### config.mk
export PLATFORM = sky130hd
export DESIGN_NAME = pipe_skid_reg
export DESIGN_NICKNAME = d
export VERILOG_FILES = /design/src/rtl/pipe_skid_reg.sv
export SDC_FILE = /design/constraint.sdc
export NUM_CORES = 1
export LEC_CHECK = 0
export ABC_AREA = 1
export CORE_MARGIN = 8
export CORE_UTILIZATION = 50
export DETAILED_ROUTE_END_ITERATION = 8
export PLACE_DENSITY = 0.8
export SETUP_SLACK_MARGIN = 0.4
export SYNTH_ARGS = -nofsm -noshare
export SYNTH_HDL_FRONTEND = slang
export SYNTH_SLANG_ARGS = --single-unit
### constraint.sdc
create_clock -name clk -period 3.5 [get_ports clk]
set_clock_uncertainty 0.15 [all_clocks]
set_input_delay 0.7 -clock clk [delete_from_list [all_inputs] [get_ports clk]]
set_output_delay 0.7 -clock clk [all_outputs]
set_load 0.1 [all_outputs]
### src/rtl/pipe_skid_reg.sv
// pipe_skid_reg
// Elastic pipeline stage register with a one-entry skid buffer. The main
// register drives out_data. The skid register catches the single payload
// that can arrive in the cycle after the downstream stalls. Because of this,
// in_ready comes straight from a flop and never depends on out_ready.
//
// Ports:
//   clk       - rising-edge clock
//   reset     - synchronous active-high reset (highest priority)
//   flush     - synchronous active-high discard of all entries
//   in_valid  - upstream payload present
//   in_ready  - registered; a payload can be accepted this cycle
//   in_data   - upstream payload (WIDTH bits)
//   out_valid - registered; out_data holds a valid payload
//   out_ready - downstream accepts this cycle
//   out_data  - registered; always the main register
//   count     - registered occupancy, 0..2
module pipe_skid_reg #(
  parameter int unsigned WIDTH        = 32,
  parameter bit          CLR_ON_FLUSH = 1'b1
) (
  input  logic             clk,
  input  logic             reset,
  input  logic             flush,
  input  logic             in_valid,
  output logic             in_ready,
  input  logic [WIDTH-1:0] in_data,
  output logic             out_valid,
  input  logic             out_ready,
  output logic [WIDTH-1:0] out_data,
  output logic [1:0]       count
);

  // The state encoding equals the occupancy, so count is a copy of the state.
  typedef enum logic [1:0] {
    ST_EMPTY = 2'd0,
    ST_BUSY  = 2'd1,
    ST_FULL  = 2'd2
  } state_t;

  state_t           state_q, state_d, hs_state_s;
  logic [WIDTH-1:0] main_q, main_d, hs_main_s;
  logic [WIDTH-1:0] skid_q, skid_d, hs_skid_s;
  logic             in_ready_q, in_ready_d;
  logic             out_valid_q, out_valid_d;
  logic [1:0]       count_q, count_d;
  logic             in_fire_s, out_fire_s;

  // Both handshakes are qualified only by registered flags, so no input
  // reaches any output without passing through a flop.
  assign in_fire_s  = in_valid & in_ready_q;
  assign out_fire_s = out_valid_q & out_ready;

  // Handshake-driven next state and data movement, with flush and reset ignored.
  always_comb begin
    hs_state_s = state_q;
    hs_main_s  = main_q;
    hs_skid_s  = skid_q;
    case (state_q)
      ST_EMPTY: begin
        if (in_fire_s) begin
          hs_state_s = ST_BUSY;
          hs_main_s  = in_data;
        end else begin
          hs_state_s = ST_EMPTY;
        end
      end
      ST_BUSY: begin
        if (in_fire_s && out_fire_s) begin
          hs_main_s = in_data;
        end else if (in_fire_s) begin
          // The main register is occupied and not draining, so the new payload goes to skid.
          hs_state_s = ST_FULL;
          hs_skid_s  = in_data;
        end else if (out_fire_s) begin
          hs_state_s = ST_EMPTY;
        end else begin
          hs_state_s = ST_BUSY;
        end
      end
      ST_FULL: begin
        // in_ready is low while FULL, so the only possible move is skid to main.
        if (out_fire_s) begin
          hs_state_s = ST_BUSY;
          hs_main_s  = skid_q;
        end else begin
          hs_state_s = ST_FULL;
        end
      end
      default: begin
        hs_state_s = ST_EMPTY;
      end
    endcase
  end

  // Apply flush over the handshake result and derive the registered outputs from the next state.
  always_comb begin
    state_d = hs_state_s;
    main_d  = hs_main_s;
    skid_d  = hs_skid_s;
    if (flush) begin
      // A payload offered in this cycle is dropped. An output fire in this
      // cycle has already completed on the downstream side.
      state_d = ST_EMPTY;
      if (CLR_ON_FLUSH) begin
        main_d = {WIDTH{1'b0}};
        skid_d = {WIDTH{1'b0}};
      end else begin
        main_d = main_q;
        skid_d = skid_q;
      end
    end else begin
      state_d = hs_state_s;
    end
    out_valid_d = (state_d != ST_EMPTY);
    in_ready_d  = (state_d != ST_FULL);
    count_d     = state_d;
  end

  // State and data registers with synchronous reset.
  always_ff @(posedge clk) begin
    if (reset) begin
      state_q     <= ST_EMPTY;
      main_q      <= {WIDTH{1'b0}};
      skid_q      <= {WIDTH{1'b0}};
      in_ready_q  <= 1'b1;
      out_valid_q <= 1'b0;
      count_q     <= 2'd0;
    end else begin
      state_q     <= state_d;
      main_q      <= main_d;
      skid_q      <= skid_d;
      in_ready_q  <= in_ready_d;
      out_valid_q <= out_valid_d;
      count_q     <= count_d;
    end
  end

  assign in_ready  = in_ready_q;
  assign out_valid = out_valid_q;
  assign out_data  = main_q;
  assign count     = count_q;

endmodule

==> flow_metrics.tcl, run 1 <==
set metrics [dict create \
    top_usage_layer "met2" \
    drt_wl_total_mm 8.07 \
    post_cts_buffers 0 \
    syn_area_per_cell_um2 6.54 \
    setup_viol 0 \
    start_kind "register" \
    synthXorXnorAreaFrac 0 \
    drive_above_1_share 0.119 \
    fmax_mhz 413 \
    core_area_mm2 0.00624 \
    die_y_um 95.5 \
    synth-simple-area-share 0.358 \
    rsz0062_at_grt "false" \
    grt_pass1_vias 2860 \
    muxShareOfSynthArea 0 \
    n_antenna_cell 0 \
    synth_top_area_cell "dfxtp_1" \
    synth_ff_type "dfxtp_1" \
    yosys.cell_types.count 14 \
    post-route-drc-count 0 \
    yosysMostFrequentCell "nand2_1" \
    power.leakage_nw 1.82 \
    start_util 0.507 \
    peakVddDrop_v 0.000258 \
    htree_levels 3 \
    synth_area_mm2 0.00316 \
    cts_root_buf "clkbuf_8" \
    synthArstFlopShare 0 \
    total_power_mw 1.84 \
    hold_class "reg -> reg" \
    synth_common_cells "nand2_1, nor2_1, dfxtp_1" \
    slew_headroom 0.403 \
    required_ns 3.57 \
    min_from "skid_q[17]$_SDFFE_PP0P_" \
    clock_path_buffers 2 \
    antenna_left 0 \
    drv_slew 0 \
    ctsHoldBuffers 0 \
    firstDrtPassIters 5 \
    antenna_found_initial 0 \
    grt_overflow 0 \
    placed_area_mm2 0.00379 \
    ys_seq_area_frac 0.430 \
    arrival_ns 2.49 \
    rows 29 \
    cp_max_fo 64 \
    rr_startpoint "count[0]$_SDFF_PP0_" \
    yosys_warnings 0 \
    synth_top_family_by_area "simple AND/OR/NAND/NOR gates" \
    fin_tns_setup_ns 0 \
    wl_per_cell_um 13.0 \
    grt_max_degree 65 \
    dr.first_iter.drc_count 170 \
    hold_violations 0 \
    die_w_um 95.5 \
    cts_tree "done" \
    clkLatencyLatePin_ns 0.34 \
    startpoint "count[0]$_SDFF_PP0_" \
    dieArea_mm2 0.00913 \
    via_count 3174 \
    clk_pin_slew_ns 0.07 \
    post-route-period-util 0.692 \
    synth_top_area_frac 0.430 \
    outcome "complete, no violations" \
    gr-usage-met2 0.282 \
    cap_violations 0 \
    ctsResizeCount 0 \
    grt_pass1_wl_mm 13.2 \
    use_met3 0.0386 \
    dpl.hpwl_mm 5.24 \
    io_buffers 72 \
    synth_edf_count 0 \
    fin_crit_ns 2.42 \
    numCtsBuffers 9 \
    track_usage 0.179 \
    endpoint_kind "register" \
    netlist_top_cells_area "dfxtp_1, nand2_1, nor2_1" \
    clock-sinks 68 \
    gr-usage-met1 0.229 \
    pwr_density_cell_mw_per_mm2 461 \
    utilization 0.640 \
    synth-compound-area-share 0.104 \
    stdcell_area_mm2 0.00399 \
    worstMarginPinSlew_ns 0.894 \
    finalNonFillerCells 621 \
    num-nets-final 576 \
    synth.net_count 521 \
    syn_inst 484 \
    gp_congestion 0.779 \
    post_drt_via_cell_ratio 5.11 \
    synth_fa_ha_area_frac 0 \
    areaGrowthSynthToFinish_pct 26.3 \
    io_pins 73 \
    ys_seq_elements 68 \
    dp.cells 605 \
    crit_type "reg -> reg" \
]
[registers in the layout, indices dropped and copies added, names as in the netlist]
| signal | cells |
|---|---|
| count | 2 |
| in_ready | 1 |
| out_data | 32 |
| skid_q | 32 |
| out_valid | 1 |
[worst max-delay path, stage by stage, from the launching register on]
cell     delay, ns
dfxtp_1       0.35
inv_2         0.48
nand4_4       0.82
a21oi_1       0.41
nor2_1        0.08
[through the flow]
step                      hold slack, ns  worst slack [ns]
after global routing               0.356             0.813
after detailed placement           0.324             0.803
after global placement             0.313             0.855
final                              0.336              1.08
after floorplan                    0.305              1.42
after CTS                          0.338              1.07
[worst paths after layout]
kind | depth (start not counted) | slack (ns) | to
setup / recovery | 4 | 1.08 | out_data[12]$_SDFFE_PP0P_
hold / removal | 2 | 0.34 | skid_q[17]$_SDFFE_PP0P_
setup reg to reg | 4 | 1.08 | out_data[12]$_SDFFE_PP0P_
hold reg to reg | 2 | 0.34 | skid_q[17]$_SDFFE_PP0P_
[area by class of cell]
cell class / instances / area (um2)
clock buffer: 12 / 155
clock inverter: 4 / 47.5
fill: 564 / 2250
inverter: 39 / 146
multi-input combinational: 342 / 1480
sequential: 68 / 1360
tap: 77 / 96.3
timing repair buffer: 79 / 708
[cell families after synthesis]
group	Yosys count
compound gates	66
buf+inv	74
flops	68
simple gates	276
[power by group]
| part | total [mW] | leakage, nW | internal, mW | switching, mW |
|---|---|---|---|---|
| Clock | 0.660 | 0.102 | 0.366 | 0.294 |
| Combinational | 0.367 | 1.16 | 0.110 | 0.257 |
| Sequential | 0.812 | 0.553 | 0.798 | 0.0140 |
[metal layers]
layer,part of all wire,up-vias
li1,-,1632
met1,0.45,1417
met2,0.46,112
met3,0.069,13
met4,0.015,0
met5,0,-
[cells in the final DEF (no fill, tap or decap), types with 2 or more instances in the layout]
cell             netlist  layout
clkdlybuf4s50_1        0      36
o21ai_0               33      33
dfxtp_1               68      68
nor2_1                98      97
nand2_2                2       2
a21oi_1               33      33
clkinv_2               0       2
buf_4                  4      41
nand2_1              109     109
buf_12                 0       2
nand3_1               66      66
inv_1                 36      36
inv_2                  3       3
clkbuf_8               0      11
Power figures use the tool's default switching activity.
==> run 2: changes to the inputs <==
==> constraint.sdc (replaced) <==
create_clock -name clk -period 2.26 [get_ports clk]
set_clock_uncertainty 0.15 [all_clocks]
set_input_delay 0.452 -clock clk [delete_from_list [all_inputs] [get_ports clk]]
set_output_delay 0.452 -clock clk [all_outputs]
set_load 0.1 [all_outputs]
==> flow_metrics.tcl, run 2 (synthesis results as in run 1) <==
set metrics [dict create \
    die_y_um 95.5 \
    cp_top_family "buffers and inverters" \
    grt_pass1_vias 2913 \
    whs_ns 0.335 \
    htree_levels 3 \
    slew_headroom 0.782 \
    post_drt_via_cell_ratio 5.00 \
    setup_ws_ns 0.509 \
    endpoint_kind "register" \
    critPathMaxStageDelay_ns 0.34 \
    fmax_mhz 571 \
    core_area_mm2 0.00624 \
    post-route-drc-count 0 \
    post_cts_buffers 0 \
    antenna_left 0 \
    clkLatencyLatePin_ns 0.35 \
    antenna_found_initial 0 \
    arrival_ns 1.84 \
    cp_max_fo 24 \
    drv_slew 0 \
    ctsResizeCount 0 \
    dieArea_mm2 0.00913 \
    placed_area_mm2 0.00386 \
    clock_path_buffers 2 \
    via_count 3133 \
    peakVddDrop_v 0.000399 \
    total_power_mw 2.85 \
    die_w_um 95.5 \
    path_cells "inv_2, nand2_2, buf_4, nand2_1, nand2_1, a21oi_1, nor2_1" \
    io_pins 73 \
    n_antenna_cell 0 \
    utilization 0.652 \
    drt_wl_total_mm 8.06 \
    rsz0062_at_grt "true" \
    start_util 0.507 \
    required_ns 2.35 \
    num-nets-final 581 \
    gp_congestion 0.778 \
    cap_violations 0 \
    setup_viol 0 \
    dr.first_iter.drc_count 185 \
    hold_violations 0 \
    critPathMostFrequentCell "nand2_1" \
    track_usage 0.180 \
    worstMarginPinSlew_ns 0.327 \
    ctsHoldBuffers 0 \
    cts_root_buf "clkbuf_8" \
    slowest_stage "dfxtp_2" \
    hold_class "reg -> reg" \
    rows 29 \
    fin_crit_ns 1.75 \
    finalNonFillerCells 626 \
    clk_pin_slew_ns 0.07 \
    firstDrtPassIters 4 \
    grt_pass1_wl_mm 13.1 \
    io_buffers 72 \
    post-route-period-util 0.775 \
    cts_tree "done" \
    fin_tns_setup_ns 0 \
    dp_slack_ns 0.0898 \
    stdcell_area_mm2 0.00407 \
    crit_type "reg -> reg" \
    wl_per_cell_um 12.9 \
    clock-sinks 68 \
    dpl.hpwl_mm 5.44 \
    grt_max_degree 40 \
    crit_buf_inv 2 \
    power.leakage_nw 1.85 \
    numCtsBuffers 9 \
    drive_above_1_share 0.137 \
    grt_overflow 0 \
    start_kind "register" \
    areaGrowthSynthToFinish_pct 28.7 \
    pwr_density_cell_mw_per_mm2 700 \
    outcome "complete, no violations" \
    dp.cells 610 \
    final_common_cell "nand2_1" \
    layout_common_cells "nand2_1, nor2_1, nand3_1, dfxtp_1, buf_4" \
]
run 2: cell count changes in the layout (fill, tap and decap cells not counted), moves of 2 or more:
cell     previous run  this run
dfxtp_2             0         4
buf_4              41        43
dfxtp_1            68        64
buf_12              2         4
run 2: layout make-up:
cell class / count / area [um2]
inverter: 39 / 149
clock buffer: 12 / 155
sequential: 68 / 1370
timing repair buffer: 84 / 774
clock inverter: 4 / 47.5
tap: 77 / 96.3
fill: 585 / 2170
multi-input combinational: 342 / 1480
run 2: metal layers:
layer,global-route usage,part of all wire
met1,0.214,0.43
met5,0,0
met4,0.0986,0.019
met3,0.0425,0.067
met2,0.293,0.48
run 2: path summary, 6_finish.rpt:
path	start	end	slack, ns	depth (start not counted)
setup / recovery	count[0]$_SDFF_PP0_	out_data[0]$_SDFFE_PP0P_	0.51	7
hold / removal	skid_q[18]$_SDFFE_PP0P_	skid_q[18]$_SDFFE_PP0P_	0.33	2
setup reg to reg	count[0]$_SDFF_PP0_	out_data[0]$_SDFFE_PP0P_	0.51	7
hold reg to reg	skid_q[18]$_SDFFE_PP0P_	skid_q[18]$_SDFFE_PP0P_	0.33	2
run 2: report_power, final:
group,internal [mW],switching (mW)
Clock,0.566,0.454
Combinational,0.174,0.397
Sequential,1.24,0.0217
Total,1.98,0.873
run 2: worst register-to-register path, stage by stage, from the launching register on:
cell	delay, ns
dfxtp_2	0.34
inv_2	0.25
nand2_2	0.21
buf_4	0.28
nand2_1	0.09
nand2_1	0.04
a21oi_1	0.20
nor2_1	0.08
